$ cat src/rtl/if_prefetch_stage_if.sv
// Fetch-stage bundle: branch redirect, imem req/gnt/rvalid and decode valid/ready.
// The stage drives the master side, the memory/decode environment the slave side.
interface if_prefetch_stage_if #(
    parameter int WORD_LEN = 32,
    parameter int OFF_LEN  = 16
);
    logic                brTaken;
    logic [WORD_LEN-1:0] brPC;
    logic [OFF_LEN-1:0]  brOffset;
    logic                imemReq;
    logic [WORD_LEN-1:0] imemAddr;
    logic                imemGnt;
    logic                imemRvalid;
    logic [WORD_LEN-1:0] imemRdata;
    logic                outValid;
    logic                outReady;
    logic [WORD_LEN-1:0] outPC;
    logic [WORD_LEN-1:0] outInstr;

    modport master (
        input  brTaken, brPC, brOffset,
        output imemReq, imemAddr,
        input  imemGnt, imemRvalid, imemRdata,
        output outValid, outPC, outInstr,
        input  outReady
    );

    modport slave (
        output brTaken, brPC, brOffset,
        input  imemReq, imemAddr,
        output imemGnt, imemRvalid, imemRdata,
        input  outValid, outPC, outInstr,
        output outReady
    );
endinterface

$ cat src/rtl/if_prefetch_stage.sv
// Decoupled instruction prefetch: sequential imem fetch into a PC-tagged FIFO feeding decode.
// Define IF_PERF_CNT_EN to add saturating perfFetched/perfSquashed/perfStall counters.
module if_prefetch_stage #(
    parameter int                  WORD_LEN  = 32,
    parameter logic [WORD_LEN-1:0] RESET_PC  = '0,
    parameter int                  PC_STEP   = 4,
    parameter int                  OFF_LEN   = 16,
    parameter int                  BR_SHIFT  = 1,
    parameter int                  DEPTH     = 4,
    parameter int                  MAX_OUTST = 2
) (
    input  logic                clk,
    input  logic                rst,
    if_prefetch_stage_if.master bus
`ifdef IF_PERF_CNT_EN
    ,
    output logic [31:0]         perfFetched,
    output logic [31:0]         perfSquashed,
    output logic [31:0]         perfStall
`endif
);
    localparam int PTR_W = $clog2(DEPTH);
    localparam int CNT_W = PTR_W + 1;
    localparam int OUT_W = $clog2(MAX_OUTST + 1);
    localparam logic [CNT_W-1:0]  DEPTH_C = CNT_W'(DEPTH);
    localparam logic [CNT_W:0]    DEPTH_W = (CNT_W+1)'(DEPTH);
    localparam logic [OUT_W-1:0]  MAXO_C  = OUT_W'(MAX_OUTST);
    localparam logic [WORD_LEN-1:0] STEP_C = WORD_LEN'(PC_STEP);

    logic [WORD_LEN-1:0] fetchPC, retirePC, target;
    logic signed [WORD_LEN-1:0] offExt;
    logic [WORD_LEN-1:0] memPC    [DEPTH];
    logic [WORD_LEN-1:0] memInstr [DEPTH];
    logic [PTR_W-1:0]    wrPtr, rdPtr;
    logic [CNT_W-1:0]    fifoCount;
    logic [CNT_W:0]      inFlight;
    logic [OUT_W-1:0]    outstanding, dropCnt;
    logic                fifoEmpty, fire, push, pop, dropResp;

    assign offExt   = WORD_LEN'($signed(bus.brOffset));
    assign target   = bus.brPC + $unsigned(offExt <<< BR_SHIFT);
    assign fifoEmpty = (fifoCount == '0);
    assign inFlight = {1'b0, fifoCount} + (CNT_W+1)'(outstanding);

    // Reserving FIFO space for every in-flight request is what makes a push always safe.
    assign bus.imemReq  = !rst && !bus.brTaken && (outstanding < MAXO_C) && (inFlight < DEPTH_W);
    assign bus.imemAddr = fetchPC;
    assign fire         = bus.imemReq && bus.imemGnt;

    assign dropResp = bus.imemRvalid && (bus.brTaken || dropCnt != '0);
    assign push     = bus.imemRvalid && !bus.brTaken && dropCnt == '0;
    assign pop      = bus.outValid && bus.outReady && !bus.brTaken;

    assign bus.outValid = !rst && !fifoEmpty;
    assign bus.outPC    = bus.outValid ? memPC[rdPtr]    : '0;
    assign bus.outInstr = bus.outValid ? memInstr[rdPtr] : '0;

    always_ff @(posedge clk) begin
        if (rst) begin
            fetchPC     <= RESET_PC;
            retirePC    <= RESET_PC;
            wrPtr       <= '0;
            rdPtr       <= '0;
            fifoCount   <= '0;
            outstanding <= '0;
            dropCnt     <= '0;
        end else begin
            outstanding <= outstanding + OUT_W'(fire) - OUT_W'(bus.imemRvalid);
            if (fire)
                fetchPC <= fetchPC + STEP_C;
            if (bus.brTaken) begin
                fetchPC   <= target;
                retirePC  <= target;
                wrPtr     <= '0;
                rdPtr     <= '0;
                fifoCount <= '0;
                // outstanding already includes any still-pending drops from an earlier redirect
                dropCnt   <= outstanding - OUT_W'(bus.imemRvalid);
            end else begin
                if (dropResp)
                    dropCnt <= dropCnt - OUT_W'(1);
                if (push) begin
                    memPC[wrPtr]    <= retirePC;
                    memInstr[wrPtr] <= bus.imemRdata;
                    wrPtr           <= wrPtr + PTR_W'(1);
                    retirePC        <= retirePC + STEP_C;
                end
                if (pop)
                    rdPtr <= rdPtr + PTR_W'(1);
                fifoCount <= fifoCount + CNT_W'(push) - CNT_W'(pop);
            end
        end
    end

    noPushOnFull: assert property (@(posedge clk) disable iff (rst)
        !(push && fifoCount == DEPTH_C && !pop));

`ifdef IF_PERF_CNT_EN
    function automatic logic [31:0] satAdd(input logic [31:0] a, input logic [31:0] b);
        logic [32:0] s;
        s = {1'b0, a} + {1'b0, b};
        return s[32] ? 32'hFFFF_FFFF : s[31:0];
    endfunction

    logic [31:0] squashInc;
    assign squashInc = 32'(dropResp) + (bus.brTaken ? 32'(fifoCount) : 32'd0);

    always_ff @(posedge clk) begin
        if (rst) begin
            perfFetched  <= '0;
            perfSquashed <= '0;
            perfStall    <= '0;
        end else begin
            perfFetched  <= satAdd(perfFetched, 32'(pop));
            perfSquashed <= satAdd(perfSquashed, squashInc);
            perfStall    <= satAdd(perfStall, 32'(bus.outValid && !bus.outReady));
        end
    end
`endif
endmodule

$ cat src/flat_wrapper.sv
// flat-port wrapper written by rule: the top's interface ports become plain ports
module if_prefetch_stage_flat 
#(
    parameter int                  WORD_LEN  = 32,
    parameter logic [WORD_LEN-1:0] RESET_PC  = '0,
    parameter int                  PC_STEP   = 4,
    parameter int                  OFF_LEN   = 16,
    parameter int                  BR_SHIFT  = 1,
    parameter int                  DEPTH     = 4,
    parameter int                  MAX_OUTST = 2
)
  (clk, rst, bus_brTaken, bus_brPC, bus_brOffset, bus_imemReq, bus_imemAddr, bus_imemGnt, bus_imemRvalid, bus_imemRdata, bus_outValid, bus_outPC, bus_outInstr, bus_outReady);
  if_prefetch_stage_if #(.WORD_LEN(WORD_LEN), .OFF_LEN(OFF_LEN)) bus_i ();
  input  logic clk;
  input  logic rst;
  input wire logic [$bits(bus_i.brTaken)-1:0] bus_brTaken;
  input wire logic [$bits(bus_i.brPC)-1:0] bus_brPC;
  input wire logic [$bits(bus_i.brOffset)-1:0] bus_brOffset;
  output wire logic [$bits(bus_i.imemReq)-1:0] bus_imemReq;
  output wire logic [$bits(bus_i.imemAddr)-1:0] bus_imemAddr;
  input wire logic [$bits(bus_i.imemGnt)-1:0] bus_imemGnt;
  input wire logic [$bits(bus_i.imemRvalid)-1:0] bus_imemRvalid;
  input wire logic [$bits(bus_i.imemRdata)-1:0] bus_imemRdata;
  output wire logic [$bits(bus_i.outValid)-1:0] bus_outValid;
  output wire logic [$bits(bus_i.outPC)-1:0] bus_outPC;
  output wire logic [$bits(bus_i.outInstr)-1:0] bus_outInstr;
  input wire logic [$bits(bus_i.outReady)-1:0] bus_outReady;
  assign bus_i.brTaken = bus_brTaken;
  assign bus_i.brPC = bus_brPC;
  assign bus_i.brOffset = bus_brOffset;
  assign bus_imemReq = bus_i.imemReq;
  assign bus_imemAddr = bus_i.imemAddr;
  assign bus_i.imemGnt = bus_imemGnt;
  assign bus_i.imemRvalid = bus_imemRvalid;
  assign bus_i.imemRdata = bus_imemRdata;
  assign bus_outValid = bus_i.outValid;
  assign bus_outPC = bus_i.outPC;
  assign bus_outInstr = bus_i.outInstr;
  assign bus_i.outReady = bus_outReady;
  if_prefetch_stage #(.WORD_LEN(WORD_LEN), .RESET_PC(RESET_PC), .PC_STEP(PC_STEP), .OFF_LEN(OFF_LEN), .BR_SHIFT(BR_SHIFT), .DEPTH(DEPTH), .MAX_OUTST(MAX_OUTST)) u_core (.clk(clk), .rst(rst), .bus(bus_i));
endmodule
$ cat config.mk
export PLATFORM = sky130hd
export DESIGN_NAME = if_prefetch_stage_flat
export DESIGN_NICKNAME = d
export VERILOG_FILES = /design/src/rtl/if_prefetch_stage_if.sv /design/src/rtl/if_prefetch_stage.sv /design/src/flat_wrapper.sv
export SDC_FILE = /design/constraint.sdc
export NUM_CORES = 1
export LEC_CHECK = 0
export CORE_MARGIN = 1
export CORE_UTILIZATION = 40
export CTS_CLUSTER_SIZE = 24
export DETAILED_ROUTE_END_ITERATION = 7
export SETUP_SLACK_MARGIN = 0.05
export SYNTH_ARGS = -nofsm -noshare
export SYNTH_HDL_FRONTEND = slang
export SYNTH_SLANG_ARGS = --single-unit
export TNS_END_PERCENT = 20
$ cat constraint.sdc
create_clock -name clk -period 10.45 [get_ports clk]
set_clock_uncertainty 0.2 [all_clocks]
set_input_delay 2.09 -clock clk [delete_from_list [all_inputs] [get_ports clk]]
set_output_delay 2.09 -clock clk [all_outputs]
set_load 0.01 [all_outputs]
==> key figures <==
Power and ir drop
  – Sw power: 691 uW
  – Power density over the cells: 160 nW/um2
  – Worst IR Drop VDD: 0.0981 mV
  – Part of the power in registers: 50.6%
  – Int Pwr: 2320 uW
  – Clk pwr share: 39.3%
  – Sw Share: 23.0%
  – Part of the power in combinational logic: 10.1%
  – Leakage power: 0.00621 uW
  – Final total power: 3010 uW

Layout
  – Ratio of cells with drive above 1 in the final layout: 10.8%
  – Layout area overhead: 22.6%
  – Register area: 9230 um2
  – Fin util: 49.8%
  – Area of the multi-input gates: 5780 um2
  – ANT cells: 0
  – Most common cell after layout, fill and taps aside: edfxtp_1
  – Fillers: 3352
  – NumNets Final: 1450
  – Commonest non-fill, non-tap cells in the layout: edfxtp_1 (256), clkdlybuf4s50_1 (181), dfxtp_1 (75), and2_1 (72), nand2_1 (69)

Setup path
  – Maximum fanout along the worst path: 65
  – R2r setup slk: 7.23 ns
  – Worst path required time: 8.16 ns
  – CP Class: primary input to primary output
  – CP Capture Type: primary output
  – Startpoint types: primary input
  – Crit-path cells: buf_2, buf_4, nor2_4, and2_1, clkdlybuf4s50_1
  – Worst path bufs/invs: 3
  – Slowest-stage cell, CP: nor2_4
  – CP top delay family: simple AND/OR/NAND/NOR gates
  – Largest stage delay, worst path: 0.85 ns
  – Critical Path AT: 4.20 ns

Logic synthesis
  – Post-Syn Area: 15300 um2
  – Area contributors post-synth: edfxtp_1 (50%), dfxtp_1 (10%), mux4_2 (9.4%)
  – Post-synth top area cell: edfxtp_1
  – Area share of the largest cell type after synthesis: 50.3%
  – Syn nets: 1269
  – Post-synthesis sequential area ratio: 60.3%
  – Syn Area/Cell: 13.4 um2
  – Asr flop ratio synth: 0%
  – Netlist cell types: 62
  – Main synth FF type: edfxtp_1
  – Yosys Warn Count: 0
  – Yosys reg bits: 333
  – Number of synthesized flops with an enable pin: 256
  – Mapped Cells: 1139

GRT
  – Antenna violations before repair: 1
  – First-pass GRT wire length: 54.3 mm
  – GRT overflow: 0
  – Vias in the first global route: 9720
  – Global-route usage over all layers: 17.9%
  – Pin count of the biggest net entering global routing: 66

Run status
  – Outcome: finished, final reports clean

Placement
  – Port Buffers: 183
  – DP HPWL: 22.8 mm
  – GPL Wtd Cong: 0.847

Clocking
  – CTS tree: done
  – Resize count post-CTS: 0
  – H-tree level count: 2
  – TritonCTS Buffers: 36
  – Hold_buf cts: 0
  – Clock sinks: 333
  – Clk_lat worst skew: 0.50 ns
  – Post-CTS Setup Bufs: 0
  – Max Root-Sink Buffers: 3
  – CTS clk-pin slew, worst paths: 0.06 ns
  – Root Driver: clkbuf_16

Die
  – Placement row count: 71
  – Chip Height: 198 um
  – Area of the die: 39000 um2
  – Ports: 184
  – Die W: 198 um
  – Core ar.: 37700 um2
  – Starting Density: 40.6%

Timing
  – FMAX: 0.154 GHz
  – Worst Max-Slew Pin Slew: 1.05 ns
  – RSZ-0062 raised after global routing: no
  – Tmin final: 6.49 ns
  – Slew Viols, Final: 0
  – Final Cycle Share: 62.1%
  – Post-route setup TNS: 0 ns
  – Setup violations, final: 0
  – Rel. slew slack: 30.1%
  – Hold Slack: 0.282 ns
  – Fin. Hold Viols: 0

Drt
  – Detail Route Antenna Nets: 0
  – Total Wirelength: 34.7 mm
  – Vias per cell: 5.32
  – DRT iter0 DRCs: 704
  – Residual DRC: 0
  – Detailed-route via count: 9858
  – 1st-pass router iterations: 5
  – Avg WL per Cell: 18.7 um

Run
  – Max Cap Viol: 0

Min path
  – Worst hold path type: flop to flop
-- worst reg2reg max path, delay by kind of cell, from the launching register on --
family                   cells  cell delay (ns)
AND/OR/NAND/NOR              2             1.34
buffers and inverters        2             0.76
flip-flops                   1             0.32
adder cells (fa/ha/maj)      1             0.17
-- worst paths after layout --
path | from | to | depth (start not counted)
worst min register to register | u_core.bus.imemAddr[0] | u_core.bus.imemAddr[0] | 2
worst min-delay path | u_core.bus.imemAddr[0] | u_core.bus.imemAddr[0] | 2
worst max-delay path | rst | bus_outPC[3] | 5
worst max register to register | u_core.dropCnt[0] | u_core.memInstr[2][4] | 5
-- area by class of cell --
cell class,count,area share [%]
Clock inverter,18,0.748
Timing Repair Buffer,192,10.1
Tap cell,511,3.41
Inverter,28,0.561
Sequential cell,333,49.3
Multi-Input combinational cell,729,30.8
Clock buffer,43,5.11
-- per-layer routing --
metal	vias to the layer above	share of wire (%)	track usage, %	routed length, um
li1	4721	-	-	-
met1	4790	47	25.2	16400
met2	292	45	29.0	15600
met3	53	5.8	2.87	2010
met4	2	1.8	4.39	639
met5	-	0.032	0	11
-- logic make-up (layout without fill, tap and decap cells) --
group	Yosys count	in the layout	synth area share (%)
flip-flops	333	333	60.3
buffers and inverters	77	281	1.95
XOR/XNOR	64	64	3.67
multiplexers	70	70	9.82
adder cells (fa/ha/maj)	44	44	3.70
AND/OR/NAND/NOR	338	338	11.5
AO/OA/AOI/OAI	213	213	9.07
-- cells in the mapped netlist (all sizes together), types with 4 or more instances --
library cell  count
and2             73
nor2             66
inv              28
or3               4
nand3            31
o21a              6
a21boi           12
mux2i             6
nand2b            8
o21ai            34
and4              5
nand4            19
a211oi           29
edfxtp          256
mux4             64
dfxtp            77
o21bai            4
nor3             26
clkbuf           39
a21o             11
xnor2            39
ha               42
o2bb2ai           4
o211ai           10
nand2            69
xor2             25
nor2b             4
nor4              6
and3             19
a21oi            68
a211o             5
a31oi            10
buf              10
-- registers in the layout, indices dropped and copies added, names as in the netlist, named ones only --
name                 flops
u_core.memInstr        128
u_core.memPC           128
u_core.bus.imemAddr     32
u_core.retirePC         32
u_core.fifoCount         3
u_core.dropCnt           2
u_core.outstanding       2
u_core.rdPtr             2
u_core.wrPtr             2
-- power by group through the flow --
stage	Sequential, uW	Combinational, uW	Clock, uW
final	1520	304	1180
after global routing	1530	337	1260
after CTS	1520	306	1220
after detailed placement	1550	304	0
after global placement	1550	302	0
after floorplan	1540	176	0
-- per-stage QoR --
stage | setup slack [ns] | cell area [um2] | instances
final | 3.96 | 18700 | 1854
after floorplan | 5.17 | 15300 | 1139
after detailed placement | 3.87 | 17600 | 1793
after CTS | 3.87 | 18700 | 1854
after global placement | 4.00 | 17600 | 1793
after global routing | 3.68 | 18700 | 1854
(Power assumes the default switching activity.)
